`src/rtl/mips_debug_dump_rx_if.sv`:
```
// mips_debug_dump_rx_if: dump-receiver UART byte strobe, control and buffer read bundle
interface mips_debug_dump_rx_if #(
   parameter int DATA_BITS = 8,
   parameter int NBITS = 32,
   parameter int AW = 6
);
   logic rx_ready;
   logic [DATA_BITS-1:0] rx_data;
   logic clear;
   logic [AW-1:0] rd_addr;
   logic [NBITS-1:0] rd_data;
   logic [AW:0] word_cnt;
   logic busy;
   logic frame_done;
   logic error;
   modport master(output rx_ready, rx_data, clear, rd_addr,
                  input rd_data, word_cnt, busy, frame_done, error);
   modport slave(input rx_ready, rx_data, clear, rd_addr,
                 output rd_data, word_cnt, busy, frame_done, error);
endinterface

```
`src/rtl/mips_debug_dump_rx.sv`:
```
// mips_debug_dump_rx: reassembles the debug dump byte stream into a readable frame buffer.
// Define DUMP_TIMEOUT_EN to abort a frame into ERROR after TIMEOUT_CYC idle cycles.
module mips_debug_dump_rx #(
   parameter int DATA_BITS = 8,
   parameter int NBITS = 32,
   parameter int N_REGS = 32,
   parameter int N_MEM = 16,
   parameter int TIMEOUT_CYC = 500000
) (
   input logic clk,
   input logic reset,
   mips_debug_dump_rx_if.slave bus
);
   localparam int FRAME_WORDS = 2 + N_REGS + N_MEM;
   localparam int BPW = NBITS / DATA_BITS;
   localparam int IW = BPW > 1 ? $clog2(BPW) : 1;
   localparam int AW = $clog2(FRAME_WORDS);
   localparam int CW = AW + 1;
   typedef enum logic [1:0] {IDLE, RECV, DONE, ERROR} state_t;
   state_t state;
   logic [IW-1:0] idx, eidx;
   logic [CW-1:0] word_cnt, ecnt;
   logic [NBITS-1:0] asm_word, nxt;
   logic [NBITS-1:0] mem [FRAME_WORDS];
   logic accept, word_end, last;
`ifdef DUMP_TIMEOUT_EN
   localparam int GW = $clog2(TIMEOUT_CYC + 1);
   logic [GW-1:0] gap;
`endif
   // A byte arriving outside RECV always starts word 0 byte 0 of a fresh frame.
   always_comb begin
      eidx = state == RECV ? idx : '0;
      ecnt = state == RECV ? word_cnt : '0;
      accept = bus.rx_ready && !bus.clear && state != ERROR;
      word_end = eidx == IW'(BPW - 1);
      last = ecnt == CW'(FRAME_WORDS - 1);
      nxt = asm_word;
      nxt[eidx*DATA_BITS +: DATA_BITS] = bus.rx_data;
   end
   always_ff @(posedge clk) begin
      if (reset || bus.clear) begin
         state <= IDLE;
         idx <= '0;
         word_cnt <= '0;
         bus.busy <= 1'b0;
         bus.frame_done <= 1'b0;
         bus.error <= 1'b0;
`ifdef DUMP_TIMEOUT_EN
         gap <= '0;
`endif
      end else if (accept) begin
         asm_word <= nxt;
         idx <= word_end ? '0 : eidx + 1'b1;
         word_cnt <= word_end ? ecnt + 1'b1 : ecnt;
         state <= word_end && last ? DONE : RECV;
         bus.busy <= !(word_end && last);
         bus.frame_done <= word_end && last;
`ifdef DUMP_TIMEOUT_EN
         gap <= '0;
`endif
      end
`ifdef DUMP_TIMEOUT_EN
      else if (state == RECV) begin
         if (gap == GW'(TIMEOUT_CYC - 1)) begin
            state <= ERROR;
            bus.busy <= 1'b0;
            bus.error <= 1'b1;
            gap <= '0;
         end else
            gap <= gap + 1'b1;
      end
`endif
   end
   // Buffer survives reset and clear; reads return the pre-write word on a collision.
   always_ff @(posedge clk) begin
      if (!reset && accept && word_end)
         mem[ecnt[AW-1:0]] <= nxt;
      bus.rd_data <= reset ? '0 :
                     {1'b0, bus.rd_addr} < CW'(FRAME_WORDS) ? mem[bus.rd_addr] : '0;
   end
   assign bus.word_cnt = word_cnt;
endmodule

```
`src/flat_wrapper.sv`:
```
// flat-port wrapper written by rule: the top's interface ports become plain ports
module mips_debug_dump_rx_flat 
#(
   parameter int DATA_BITS = 8,
   parameter int NBITS = 32,
   parameter int N_REGS = 32,
   parameter int N_MEM = 16,
   parameter int TIMEOUT_CYC = 500000
)
  (clk, reset, bus_rx_ready, bus_rx_data, bus_clear, bus_rd_addr, bus_rd_data, bus_word_cnt, bus_busy, bus_frame_done, bus_error);
  mips_debug_dump_rx_if #(.DATA_BITS(DATA_BITS), .NBITS(NBITS), .AW(6)) bus_i ();
  input logic clk;
  input logic reset;
  input wire logic [$bits(bus_i.rx_ready)-1:0] bus_rx_ready;
  input wire logic [$bits(bus_i.rx_data)-1:0] bus_rx_data;
  input wire logic [$bits(bus_i.clear)-1:0] bus_clear;
  input wire logic [$bits(bus_i.rd_addr)-1:0] bus_rd_addr;
  output wire logic [$bits(bus_i.rd_data)-1:0] bus_rd_data;
  output wire logic [$bits(bus_i.word_cnt)-1:0] bus_word_cnt;
  output wire logic [$bits(bus_i.busy)-1:0] bus_busy;
  output wire logic [$bits(bus_i.frame_done)-1:0] bus_frame_done;
  output wire logic [$bits(bus_i.error)-1:0] bus_error;
  assign bus_i.rx_ready = bus_rx_ready;
  assign bus_i.rx_data = bus_rx_data;
  assign bus_i.clear = bus_clear;
  assign bus_i.rd_addr = bus_rd_addr;
  assign bus_rd_data = bus_i.rd_data;
  assign bus_word_cnt = bus_i.word_cnt;
  assign bus_busy = bus_i.busy;
  assign bus_frame_done = bus_i.frame_done;
  assign bus_error = bus_i.error;
  mips_debug_dump_rx #(.DATA_BITS(DATA_BITS), .NBITS(NBITS), .N_REGS(N_REGS), .N_MEM(N_MEM), .TIMEOUT_CYC(TIMEOUT_CYC)) u_core (.clk(clk), .reset(reset), .bus(bus_i));
endmodule
```
`config.mk`:
```
export PLATFORM = sky130hd
export DESIGN_NAME = mips_debug_dump_rx_flat
export DESIGN_NICKNAME = d
export VERILOG_FILES = /design/src/rtl/mips_debug_dump_rx_if.sv /design/src/rtl/mips_debug_dump_rx.sv /design/src/flat_wrapper.sv
export SDC_FILE = /design/constraint.sdc
export NUM_CORES = 1
export LEC_CHECK = 0
export CORE_MARGIN = 2
export CORE_UTILIZATION = 53
export CTS_BUF_LIST = sky130_fd_sc_hd__clkbuf_8
export DETAILED_ROUTE_END_ITERATION = 16
export PLACE_DENSITY = 0.69
export RECOVER_POWER = 100
export SLEW_MARGIN = 0
export SYNTH_ARGS = -nofsm -noshare
export SYNTH_HDL_FRONTEND = slang
export SYNTH_SLANG_ARGS = --single-unit
```
`constraint.sdc`:
```
create_clock -name clk -period 15.45 [get_ports clk]
set_input_delay 3.8625 -clock clk [delete_from_list [all_inputs] [get_ports clk]]
set_output_delay 3.8625 -clock clk [all_outputs]
set_load 0.05 [all_outputs]
```
# Word level (Yosys, flattened, before mapping)
# Memory sizes are Yosys's and may differ from the RTL's. A register that Yosys moved wholly into a read port is not among the register bits.
# Cells that the tools add are included.
# W data, S select, Z words.
[word_totals]
reg_bits = 45
latchBits = 0
mem_bits_rw = 1600
mem_bits_ro = 0
in_bits = 18
out_inout_bits = 42
wordCells = 38
memories = 1
[mem_list]
columns = ["memory", "depth", "width", "rd", "rd_clocked_by_memory_dff", "wr", "line_no", "text"]
rows = [
  ["u_core.mem", 50, 32, 1, 1, 1, "mips_debug_dump_rx.sv:24", "logic [NBITS-1:0] mem [FRAME_WORDS];"],
]
[op_classes]
addsub = 3
mul = 0
div_mod_pow = 0
magnitude_cmp = 1
n_eq_ne = 4
n_shift = 2
muxes = 8
bitwise = 2
reduce_logical = 11
[op_table]
columns = ["operator", "count"]
rows = [
  ["$neg A5 Y34", 1],
  ["$shift A8 B34 Y32 const A", 1],
  ["$shiftx A8 B34 Y32", 1],
  ["$bwmux W32", 1],
  ["$mux W7", 2],
  ["$add A7 B1 Y7 const B", 1],
  ["$eq A7 B6 Y1 const B", 1],
  ["$lt A6 B6 Y1 const B", 1],
  ["$mux W2", 3],
  ["$logic_and A1 B1 Y1", 5],
  ["$logic_not A1 Y1", 3],
  ["$add A2 B1 Y2 const B", 1],
  ["$eq A2 B1 Y1 const B", 1],
  ["$eq A2 B2 Y1 const B", 1],
  ["$mux W1", 2],
  ["$ne A2 B2 Y1 const B", 1],
  ["$not A1 Y1", 2],
  ["$reduce_and A2 Y1", 1],
  ["$reduce_or A2 Y1", 1],
  ["$logic_or A1 B1 Y1", 1],
]

# Longest topological paths before layout
# Gate-level depths: netlist (run 1).
[depth]
depth_word = 7
mapped_depth = 9
mapped_depth_nobuf = 8

# Worst setup path before layout (run 1)
# Ideal clock, no wire load.
[synth_path]
path_kind = "input port to flip-flop"
startpoint = "input port bus_clear"
endpoint = "memory u_core.mem[18][0], enable pin"
setup_time_ps = 503
arrival_ps = 8101
required_ps = 14947
setup_slack_ps = 6846
cell_stages = 5
path_buffers = 1
cell_sequence = "clkbuf_1 or2_2 nor3_2 nand4b_1 nor4_1"
[synth_via]
elab_chain_cells = 7
[synth_rtl]
columns = ["item", "line_no", "text"]
rows = [
  ["from (decl)", "flat_wrapper.sv:16", "input wire logic [$bits(bus_i.clear)-1:0] bus_clear;"],
  ["$logic_not A1 Y1", "mips_debug_dump_rx.sv:34", "accept = bus.rx_ready && !bus.clear && state != ERROR;"],
  ["$logic_and A1 B1 Y1 (2 in a row)", "mips_debug_dump_rx.sv:34", ""],
  ["$logic_and A1 B1 Y1 (2 in a row)", "mips_debug_dump_rx.sv:76", "if (!reset && accept && word_end)"],
  ["$mux W1", "mips_debug_dump_rx.sv:76", ""],
  ["$mux W1 (not written as such)", "mips_debug_dump_rx.sv:77", "mem[ecnt[AW-1:0]] <= nxt;"],
  ["to (decl)", "mips_debug_dump_rx.sv:24", ""],
]
# Every way passes these cells.

# Worst setup path after layout (run 1)
[layout_path]
startpoint = "input port bus_rd_addr[3]"
endpoint = "register u_core.bus.rd_data[3] (read register of u_core.mem)"
[layout_via]
elab_chain_cells = 3
[layout_rtl]
columns = ["item", "line_no", "text"]
rows = [
  ["from (decl)", "flat_wrapper.sv:17", "input wire logic [$bits(bus_i.rd_addr)-1:0] bus_rd_addr;"],
  ["$lt A6 B6 Y1", "mips_debug_dump_rx.sv:79", "{1'b0, bus.rd_addr} < CW'(FRAME_WORDS) ? mem[bus.rd_addr] : '0;"],
  ["$not A1 Y1 (no line)", "--", ""],
  ["$reduce_or A2 Y1 (no line)", "--", ""],
  ["to (decl)", "mips_debug_dump_rx_if.sv:19", "output rd_data, word_cnt, busy, frame_done, error);"],
]
# Several ways; a longest one is shown, not always the timed one.
# A chain may end at the register's enable or synchronous reset.

==> qor.csv, run 1 <==
stage;metric;value;unit
timing;final setup TNS;0;ps
clock_tree;# clock sinks;1675;
clock_tree;setup bufs post-CTS;0;
clock_tree;H-tree levels;5;
synthesis;post-synthesis cell area;0.0642;mm2
clock_tree;post-cts resize count;0;
route;via/cell ratio;6.59;
run_status;failing checks;max-capacitance violations, max-slew violations;
clock_tree;Clock Tree Buf Depth;4;
timing;Min Hold Slack;460;ps
timing;Setup WS post-layout;3740;ps
die;Initial Utilization;53.5;%
setup_path;Setup crit start;bus_rd_addr[3];
setup_path;worst-path fanout max;41;
synthesis;Avg Inst Size Synth;21.7;um2
clock_tree;clock root buffer;clkbuf_8;
placement;placed inst area;0.0671;mm2
synthesis;Yosys reg bits;1675;
final_layout;number of non-filler instances in the completed layout;5044;
timing;RSZ-0062 raised after global routing;false;
timing;Slew HR;-154;%
final_layout;design area;0.0716;mm2
grt;first-pass GRT wire length;241000;um
route;routed length on met3;19400;um
route;final wirelength;170000;um
placement;Post-Place Worst Slack;7390;ps
power_and_ir_drop;Leakage;22.9;nW
timing;Final Max Slew Viols;3335;
final_layout;final net count;3257;
grt;initial antenna violation count;7;
die;Ports;60;
synthesis;Post-synth EDFFs;1632;
placement;HPWL after detailed placement;87100;um
synthesis;ys async rst share;0;%
synthesis;Yosys cell types;51;
timing;Period minus WS final;11710;ps
synthesis;cells after synthesis;2963;
route;router iterations before antenna repair;6;
grt;largest net degree at the start of global routing;147;
route;Detail Route Antenna Nets;0;
die;Core ar.;0.120;mm2
min_path;Hold Crit Class;flop to flop;
clock_tree;later-pin clock latency in the skew report;960;ps
setup_path;critical path endpoint;u_core.bus.rd_data[3]$_SDFF_PP0_;
timing;final hold vios;0;
route;DR DRC count;0;
final_layout;final core occ;59.6;%
clock_tree;TritonCTS clock tree;done;
final_layout;area grow syn2layout;11.5;%
clock_tree;total CTS buffers;280;
timing;Setup Skew;60.2;ps
timing;final setup fails;0;
route;DR WL/cell;33.7;um
clock_tree;clock-pin slew on the worst setup and hold paths;60;ps
die;Die Span Y;352;um
power_and_ir_drop;VDD IR max;0.0685;mV
timing;period utilization;75.8;%
setup_path;Crit path required time;16180;ps
route;DR iter-0 viols;5102;
route;vias;33300;
synthesis;dominant synthesized flop cell;edfxtp_1;
route;Max Used Layer;met5;
route;metal2 WL;79200;um
grt;vias in the first global route;33400;
die;chip width;352;um
synthesis;post-synthesis net count;2988;
setup_path;FF-to-FF End;u_core.mem[6][8]$_DFFE_PP_;
timing;Peak Freq;85.4;MHz
setup_path;Critical R2R Launch;u_core.state[0]$_SDFFE_PP0P_;
setup_path;Worst EP arrival;12440;ps
placement;Port Buffers;58;
timing;measured slew at the worst slew-check pin;3810;ps
die;Cell Rows;127;
grt;GRT Util Overall;27.3;%
final_layout;share of layout cells above drive strength 1;23.2;%
synthesis;Yosys warnings;0;
power_and_ir_drop;total power;8.87;mW
setup_path;reg2reg setup slack;7840;ps
setup_path;nature of the critical path endpoint;flop;
setup_path;nature of the critical path startpoint;primary input;
power_and_ir_drop;PwrDens;124;mW/mm2
setup_path;critical path class;primary input to flop;
job;number of max-cap violations;91;
setup_path;reg2reg path depth;9;
run_status;outcome;finished with violations;
placement;placed cells;4562;
synthesis;sequential cell area fraction in the yosys report;77.6;%
placement;GP Congestion;0.831;
grt;grt ovf;0;
route;Met1 Routed Length;64700;um
die;Die Footprint;0.124;mm2
clock_tree;cts hold-fix bufs;0;
[flip-flops by register name, indices dropped and copies added, names as in the netlist]
register	cells
u_core.mem	1600
u_core.asm_word	32
u_core.bus.rd_data	32
u_core.bus.word_cnt	7
u_core.idx	2
u_core.state	2
[synthesized netlist by cell type (all sizes together), types with 5 or more instances]
master,count,share of area [%]
a22o,32,0.44
o221ai,70,0.95
clkbuf,67,0.39
a21oi,27,0.21
a221oi,70,0.95
inv,7,0.041
o21bai,17,0.20
buf,112,1.1
or3b,5,0.068
nor3,11,0.11
nor4,33,0.32
nor2,82,0.48
a211o,15,0.20
mux2,96,1.7
edfxtp,1632,76
mux2i,194,3.0
nor2b,22,0.21
a211oi,15,0.18
o21ai,9,0.070
ha,7,0.14
or3,6,0.058
nand2,14,0.082
and2,17,0.17
nand3,8,0.062
dfxtp,43,1.3
o22ai,8,0.078
a2111oi,11,0.15
mux4,303,11
[power breakdown]
group | internal, mW | total [mW] | switching [mW]
Sequential | 4.97 | 4.98 | 0.0104
Clock | 1.82 | 3.49 | 1.67
Combinational | 0.143 | 0.394 | 0.252
[cells by family (layout without fill, tap and decap cells)]
logic type | after synthesis | count (layout) | synth area share [%]
AOI/OAI and AO/OA | 281 | 281 | 3.53
adders and majority gates | 7 | 7 | 0.136
buffers and inverters | 186 | 653 | 1.54
DFF | 1675 | 1675 | 77.6
muxes | 593 | 593 | 15.3
other | 1 | 3 | 0.00584
and+or+nand+nor | 220 | 220 | 1.81
[final cells by class]
class | count | area, um2
flip-flops and latches | 1675 | 49900
inverters | 7 | 26.3
clock buffers | 301 | 4140
clock inverters | 179 | 782
repair buffers | 166 | 1120
diodes | 2 | 5.00
multi-input cells | 1102 | 13600
well taps | 1612 | 2020
fillers | 8488 | 48500
[worst min path at each step]
stage | start | to | slack [ps] | cells after the start
finish | u_core.idx[1]$_SDFFE_PP0P_ | u_core.idx[1]$_SDFFE_PP0P_ | 460 | 2
global route | u_core.idx[1]$_SDFFE_PP0P_ | u_core.idx[1]$_SDFFE_PP0P_ | 500 | 2
CTS | u_core.idx[1]$_SDFFE_PP0P_ | u_core.idx[1]$_SDFFE_PP0P_ | 460 | 2
detailed placement | u_core.idx[1]$_SDFFE_PP0P_ | u_core.idx[1]$_SDFFE_PP0P_ | 450 | 2
global placement | u_core.idx[1]$_SDFFE_PP0P_ | u_core.idx[1]$_SDFFE_PP0P_ | 450 | 2
floorplan | u_core.idx[1]$_SDFFE_PP0P_ | u_core.idx[1]$_SDFFE_PP0P_ | 440 | 2
[layer usage]
| metal | vias to the layer above | track usage (%) |
|---|---|---|
| li1 | 13100 | - |
| met1 | 17400 | 39.4 |
| met2 | 2380 | 41.8 |
| met3 | 364 | 5.59 |
| met4 | 6 | 10.2 |
| met5 | - | 0 |
[placed cells by master, fill, tap and decap left out, drive strengths merged, types with 5 or more instances in the layout]
| cell | count |
|---|---|
| nand3 | 8 |
| o21bai | 17 |
| nor4 | 33 |
| a21oi | 27 |
| dfxtp | 43 |
| o21ai | 9 |
| dlygate4sd3 | 51 |
| nand2 | 14 |
| nor2 | 82 |
| nor2b | 22 |
| clkinvlp | 7 |
| inv | 109 |
| mux2i | 194 |
| a22o | 32 |
| o22ai | 8 |
| clkinv | 68 |
| o221ai | 70 |
| edfxtp | 1632 |
| mux2 | 96 |
| clkbuf | 388 |
| and2 | 17 |
| a211o | 15 |
| a211oi | 15 |
| or3 | 6 |
| a2111oi | 11 |
| mux4 | 303 |
| ha | 7 |
| or3b | 5 |
| a221oi | 70 |
| nor3 | 11 |
| buf | 26 |
[critical path, stage by stage]
cell      delay [ps]
clkbuf_1        1010
clkbuf_1        2430
clkbuf_1        2150
nor2_1          1360
buf_4            620
a221oi_1         700
nor4_1           200
Note: power is estimated with default switching activity, not from simulation.
==> run 2: changes to the inputs <==
Clock period 15.45 ns to 11 ns, I/O delays scaled along.
==> run 2 against run 1 <==
Effect of this change: the run still ends with max-capacitance violations, max-slew violations left; critical path depth stayed put; register-to-register slack worse by 4300 ps; critical endpoint is now u_core.bus.rd_data[7]$_SDFF_PP0_; global-route usage is 0.81 points lower; sequential share of layout area is 0.10 points lower; non-clock buffer count is 4 higher; final area is 0.14% higher; sequential power is 41% higher; largest cell class unchanged; largest power group unchanged; via count is 1.4% lower.
==> qor.csv, run 2 (synthesized netlist as in run 1, its figures left out) <==
stage;metric;value;unit;change
final_layout;area grow syn2layout;11.6;%;
die;Die Span Y;352;um;unchanged
setup_path;Worst EP arrival;8930;ps;-3510 ps
setup_path;nature of the critical path endpoint;flop;;
placement;Port Buffers;58;;unchanged
final_layout;number of non-filler instances in the completed layout;5036;;-0.16%
timing;Setup WS post-layout;2810;ps;-936 ps
final_layout;final net count;3259;;+0.061%
run_status;failing checks;max-capacitance violations, max-slew violations;;
placement;HPWL after detailed placement;87500;um;+0.50%
clock_tree;later-pin clock latency in the skew report;970;ps;about the same
grt;grt ovf;0;;unchanged
setup_path;reg2reg path depth;9;;unchanged
route;vias;32800;;-1.4%
setup_path;Critical R2R Launch;u_core.state[0]$_SDFFE_PP0P_;;
die;Initial Utilization;53.5;%;unchanged
route;DR DRC count;0;;unchanged
final_layout;area of the multi-input gates;0.0137;mm2;+0.20%
die;Core ar.;0.120;mm2;unchanged
grt;largest net degree at the start of global routing;110;;-25%
timing;Setup Skew;71.1;ps;+10.9 ps
clock_tree;total CTS buffers;278;;-0.71%
final_layout;commonest non-fill, non-tap cells in the layout;1,632 x edfxtp_1, 303 x mux4_2, 290 x clkbuf_8;;
timing;RSZ-0062 raised after global routing;false;;
setup_path;slowest CP cell;clkbuf_1;;
timing;period utilization;74.5;%;
final_layout;max reg flops;1600;;unchanged
final_layout;register area;0.0499;mm2;unchanged
final_layout;share of layout cells above drive strength 1;23.9;%;+0.65 points
clock_tree;cts hold-fix bufs;0;;unchanged
setup_path;FF-to-FF End;u_core.mem[48][16]$_DFFE_PP_;;
setup_path;nature of the critical path startpoint;primary input;;
setup_path;cells along the critical path;buf_8 -> clkbuf_1 -> or3_1 -> buf_4 -> o21ai_0 -> a2111oi_0 -> nor4_1;;
timing;Slew HR;-137;%;+17 points
final_layout;Layout fillers;8490;;+0.024%
die;Die Footprint;0.124;mm2;unchanged
die;Cell Rows;127;;unchanged
setup_path;Setup crit start;bus_rd_addr[1];;
grt;vias in the first global route;33200;;-0.58%
grt;first-pass GRT wire length;235000;um;-2.5%
clock_tree;setup bufs post-CTS;0;;unchanged
placement;Post-Place Worst Slack;4390;ps;-3000 ps
setup_path;critical path endpoint;u_core.bus.rd_data[7]$_SDFF_PP0_;;
clock_tree;TritonCTS clock tree;done;;
die;Ports;60;;unchanged
route;DR iter-0 viols;4253;;-17%
timing;Final Max Slew Viols;3332;;-0.090%
setup_path;Crit path required time;11740;ps;-4440 ps
job;number of max-cap violations;92;;+1.1%
timing;Period minus WS final;8190;ps;
setup_path;worst-path fanout max;49;;+20%
placement;placed inst area;0.0672;mm2;about the same
final_layout;design area;0.0717;mm2;+0.14%
placement;GP Congestion;0.834;;+0.37%
clock_tree;H-tree levels;5;;unchanged
route;DR WL/cell;32.8;um;-2.8%
route;Detail Route Antenna Nets;0;;unchanged
route;final wirelength;165000;um;-3.0%
timing;measured slew at the worst slew-check pin;3560;ps;-257 ps
clock_tree;Clock Tree Buf Depth;4;;unchanged
run_status;outcome;finished with violations;;
final_layout;most common cell after layout, fill and taps aside;edfxtp_1;;
min_path;Hold Crit Class;flop to flop;;
timing;final setup TNS;0;ps;unchanged
timing;Peak Freq;122;MHz;
power_and_ir_drop;PwrDens;175;mW/mm2;+41%
setup_path;CP max stage delay;2540;ps;+110 ps
setup_path;reg2reg setup slack;3510;ps;-4330 ps
clock_tree;post-cts resize count;0;;unchanged
grt;initial antenna violation count;5;;-2
timing;final hold vios;0;;unchanged
die;chip width;352;um;unchanged
timing;final setup fails;0;;unchanged
clock_tree;clock-pin slew on the worst setup and hold paths;60;ps;about the same
clock_tree;clock root buffer;clkbuf_8;;
grt;GRT Util Overall;26.5;%;-0.81 points
placement;placed cells;4566;;+0.088%
power_and_ir_drop;Leakage;22.8;nW;-0.18%
route;via/cell ratio;6.51;;-1.3%
power_and_ir_drop;VDD IR max;0.123;mV;+79%
setup_path;critical path class;primary input to flop;;
route;router iterations before antenna repair;8;;+2
clock_tree;# clock sinks;1675;;unchanged
[run 2: report_power, final]
| group | total (mW) | switching [mW] | leakage (nW) | internal, mW |
|---|---|---|---|---|
| logic | 0.551 | 0.348 | 5.01 | 0.203 |
| clock network | 5.00 | 2.35 | 2.81 | 2.64 |
| registers | 7.00 | 0.0159 | 15.0 | 6.99 |
| total | 12.5 | 2.72 | 22.8 | 9.83 |
[run 2: per-stage QoR]
step,hold slack [ps],total power [mW],utilization [%]
3_5_place_dp,454,7.68,55.9
3_3_place_gp,450,7.67,55.9
2_1_floorplan,437,7.49,-
5_1_grt,487,12.9,59.7
4_1_cts,462,12.6,60.0
6_report,466,12.5,59.7
[run 2: final cells by class]
type                    count  share of cell area, %
flip-flops and latches   1675                   69.5
multi-input cells        1102                   19.1
clock buffers             290                   5.57
well taps                1612                   2.81
repair buffers            170                   1.61
clock inverters           176                   1.36
inverters                   7                 0.0366
diodes                      4                 0.0140
[run 2: worst max-delay path: cells and delay by family]
family,cells,cell delay [ps]
compound gates,2,880
simple gates,2,1550
buf+inv,3,3600
[run 2: how the worst min path moves through the flow]
stage,startpoint,to,slack (ps),depth (start not counted)
finish,u_core.idx[1]$_SDFFE_PP0P_,u_core.idx[1]$_SDFFE_PP0P_,470,2
floorplan,u_core.idx[1]$_SDFFE_PP0P_,u_core.idx[1]$_SDFFE_PP0P_,440,2
CTS,u_core.idx[1]$_SDFFE_PP0P_,u_core.idx[1]$_SDFFE_PP0P_,460,2
global placement,u_core.idx[1]$_SDFFE_PP0P_,u_core.idx[1]$_SDFFE_PP0P_,450,2
detailed placement,u_core.idx[1]$_SDFFE_PP0P_,u_core.idx[1]$_SDFFE_PP0P_,450,2
global route,u_core.idx[1]$_SDFFE_PP0P_,u_core.idx[1]$_SDFFE_PP0P_,490,2
[run 2: per-layer routing]
metal,vias to the layer above,track usage [%],routed length (um)
met3,357,5.30,16500
met5,-,0,13
li1,13100,-,-
met2,2053,41.7,79400
met4,2,10.0,5960
met1,17300,37.1,63100
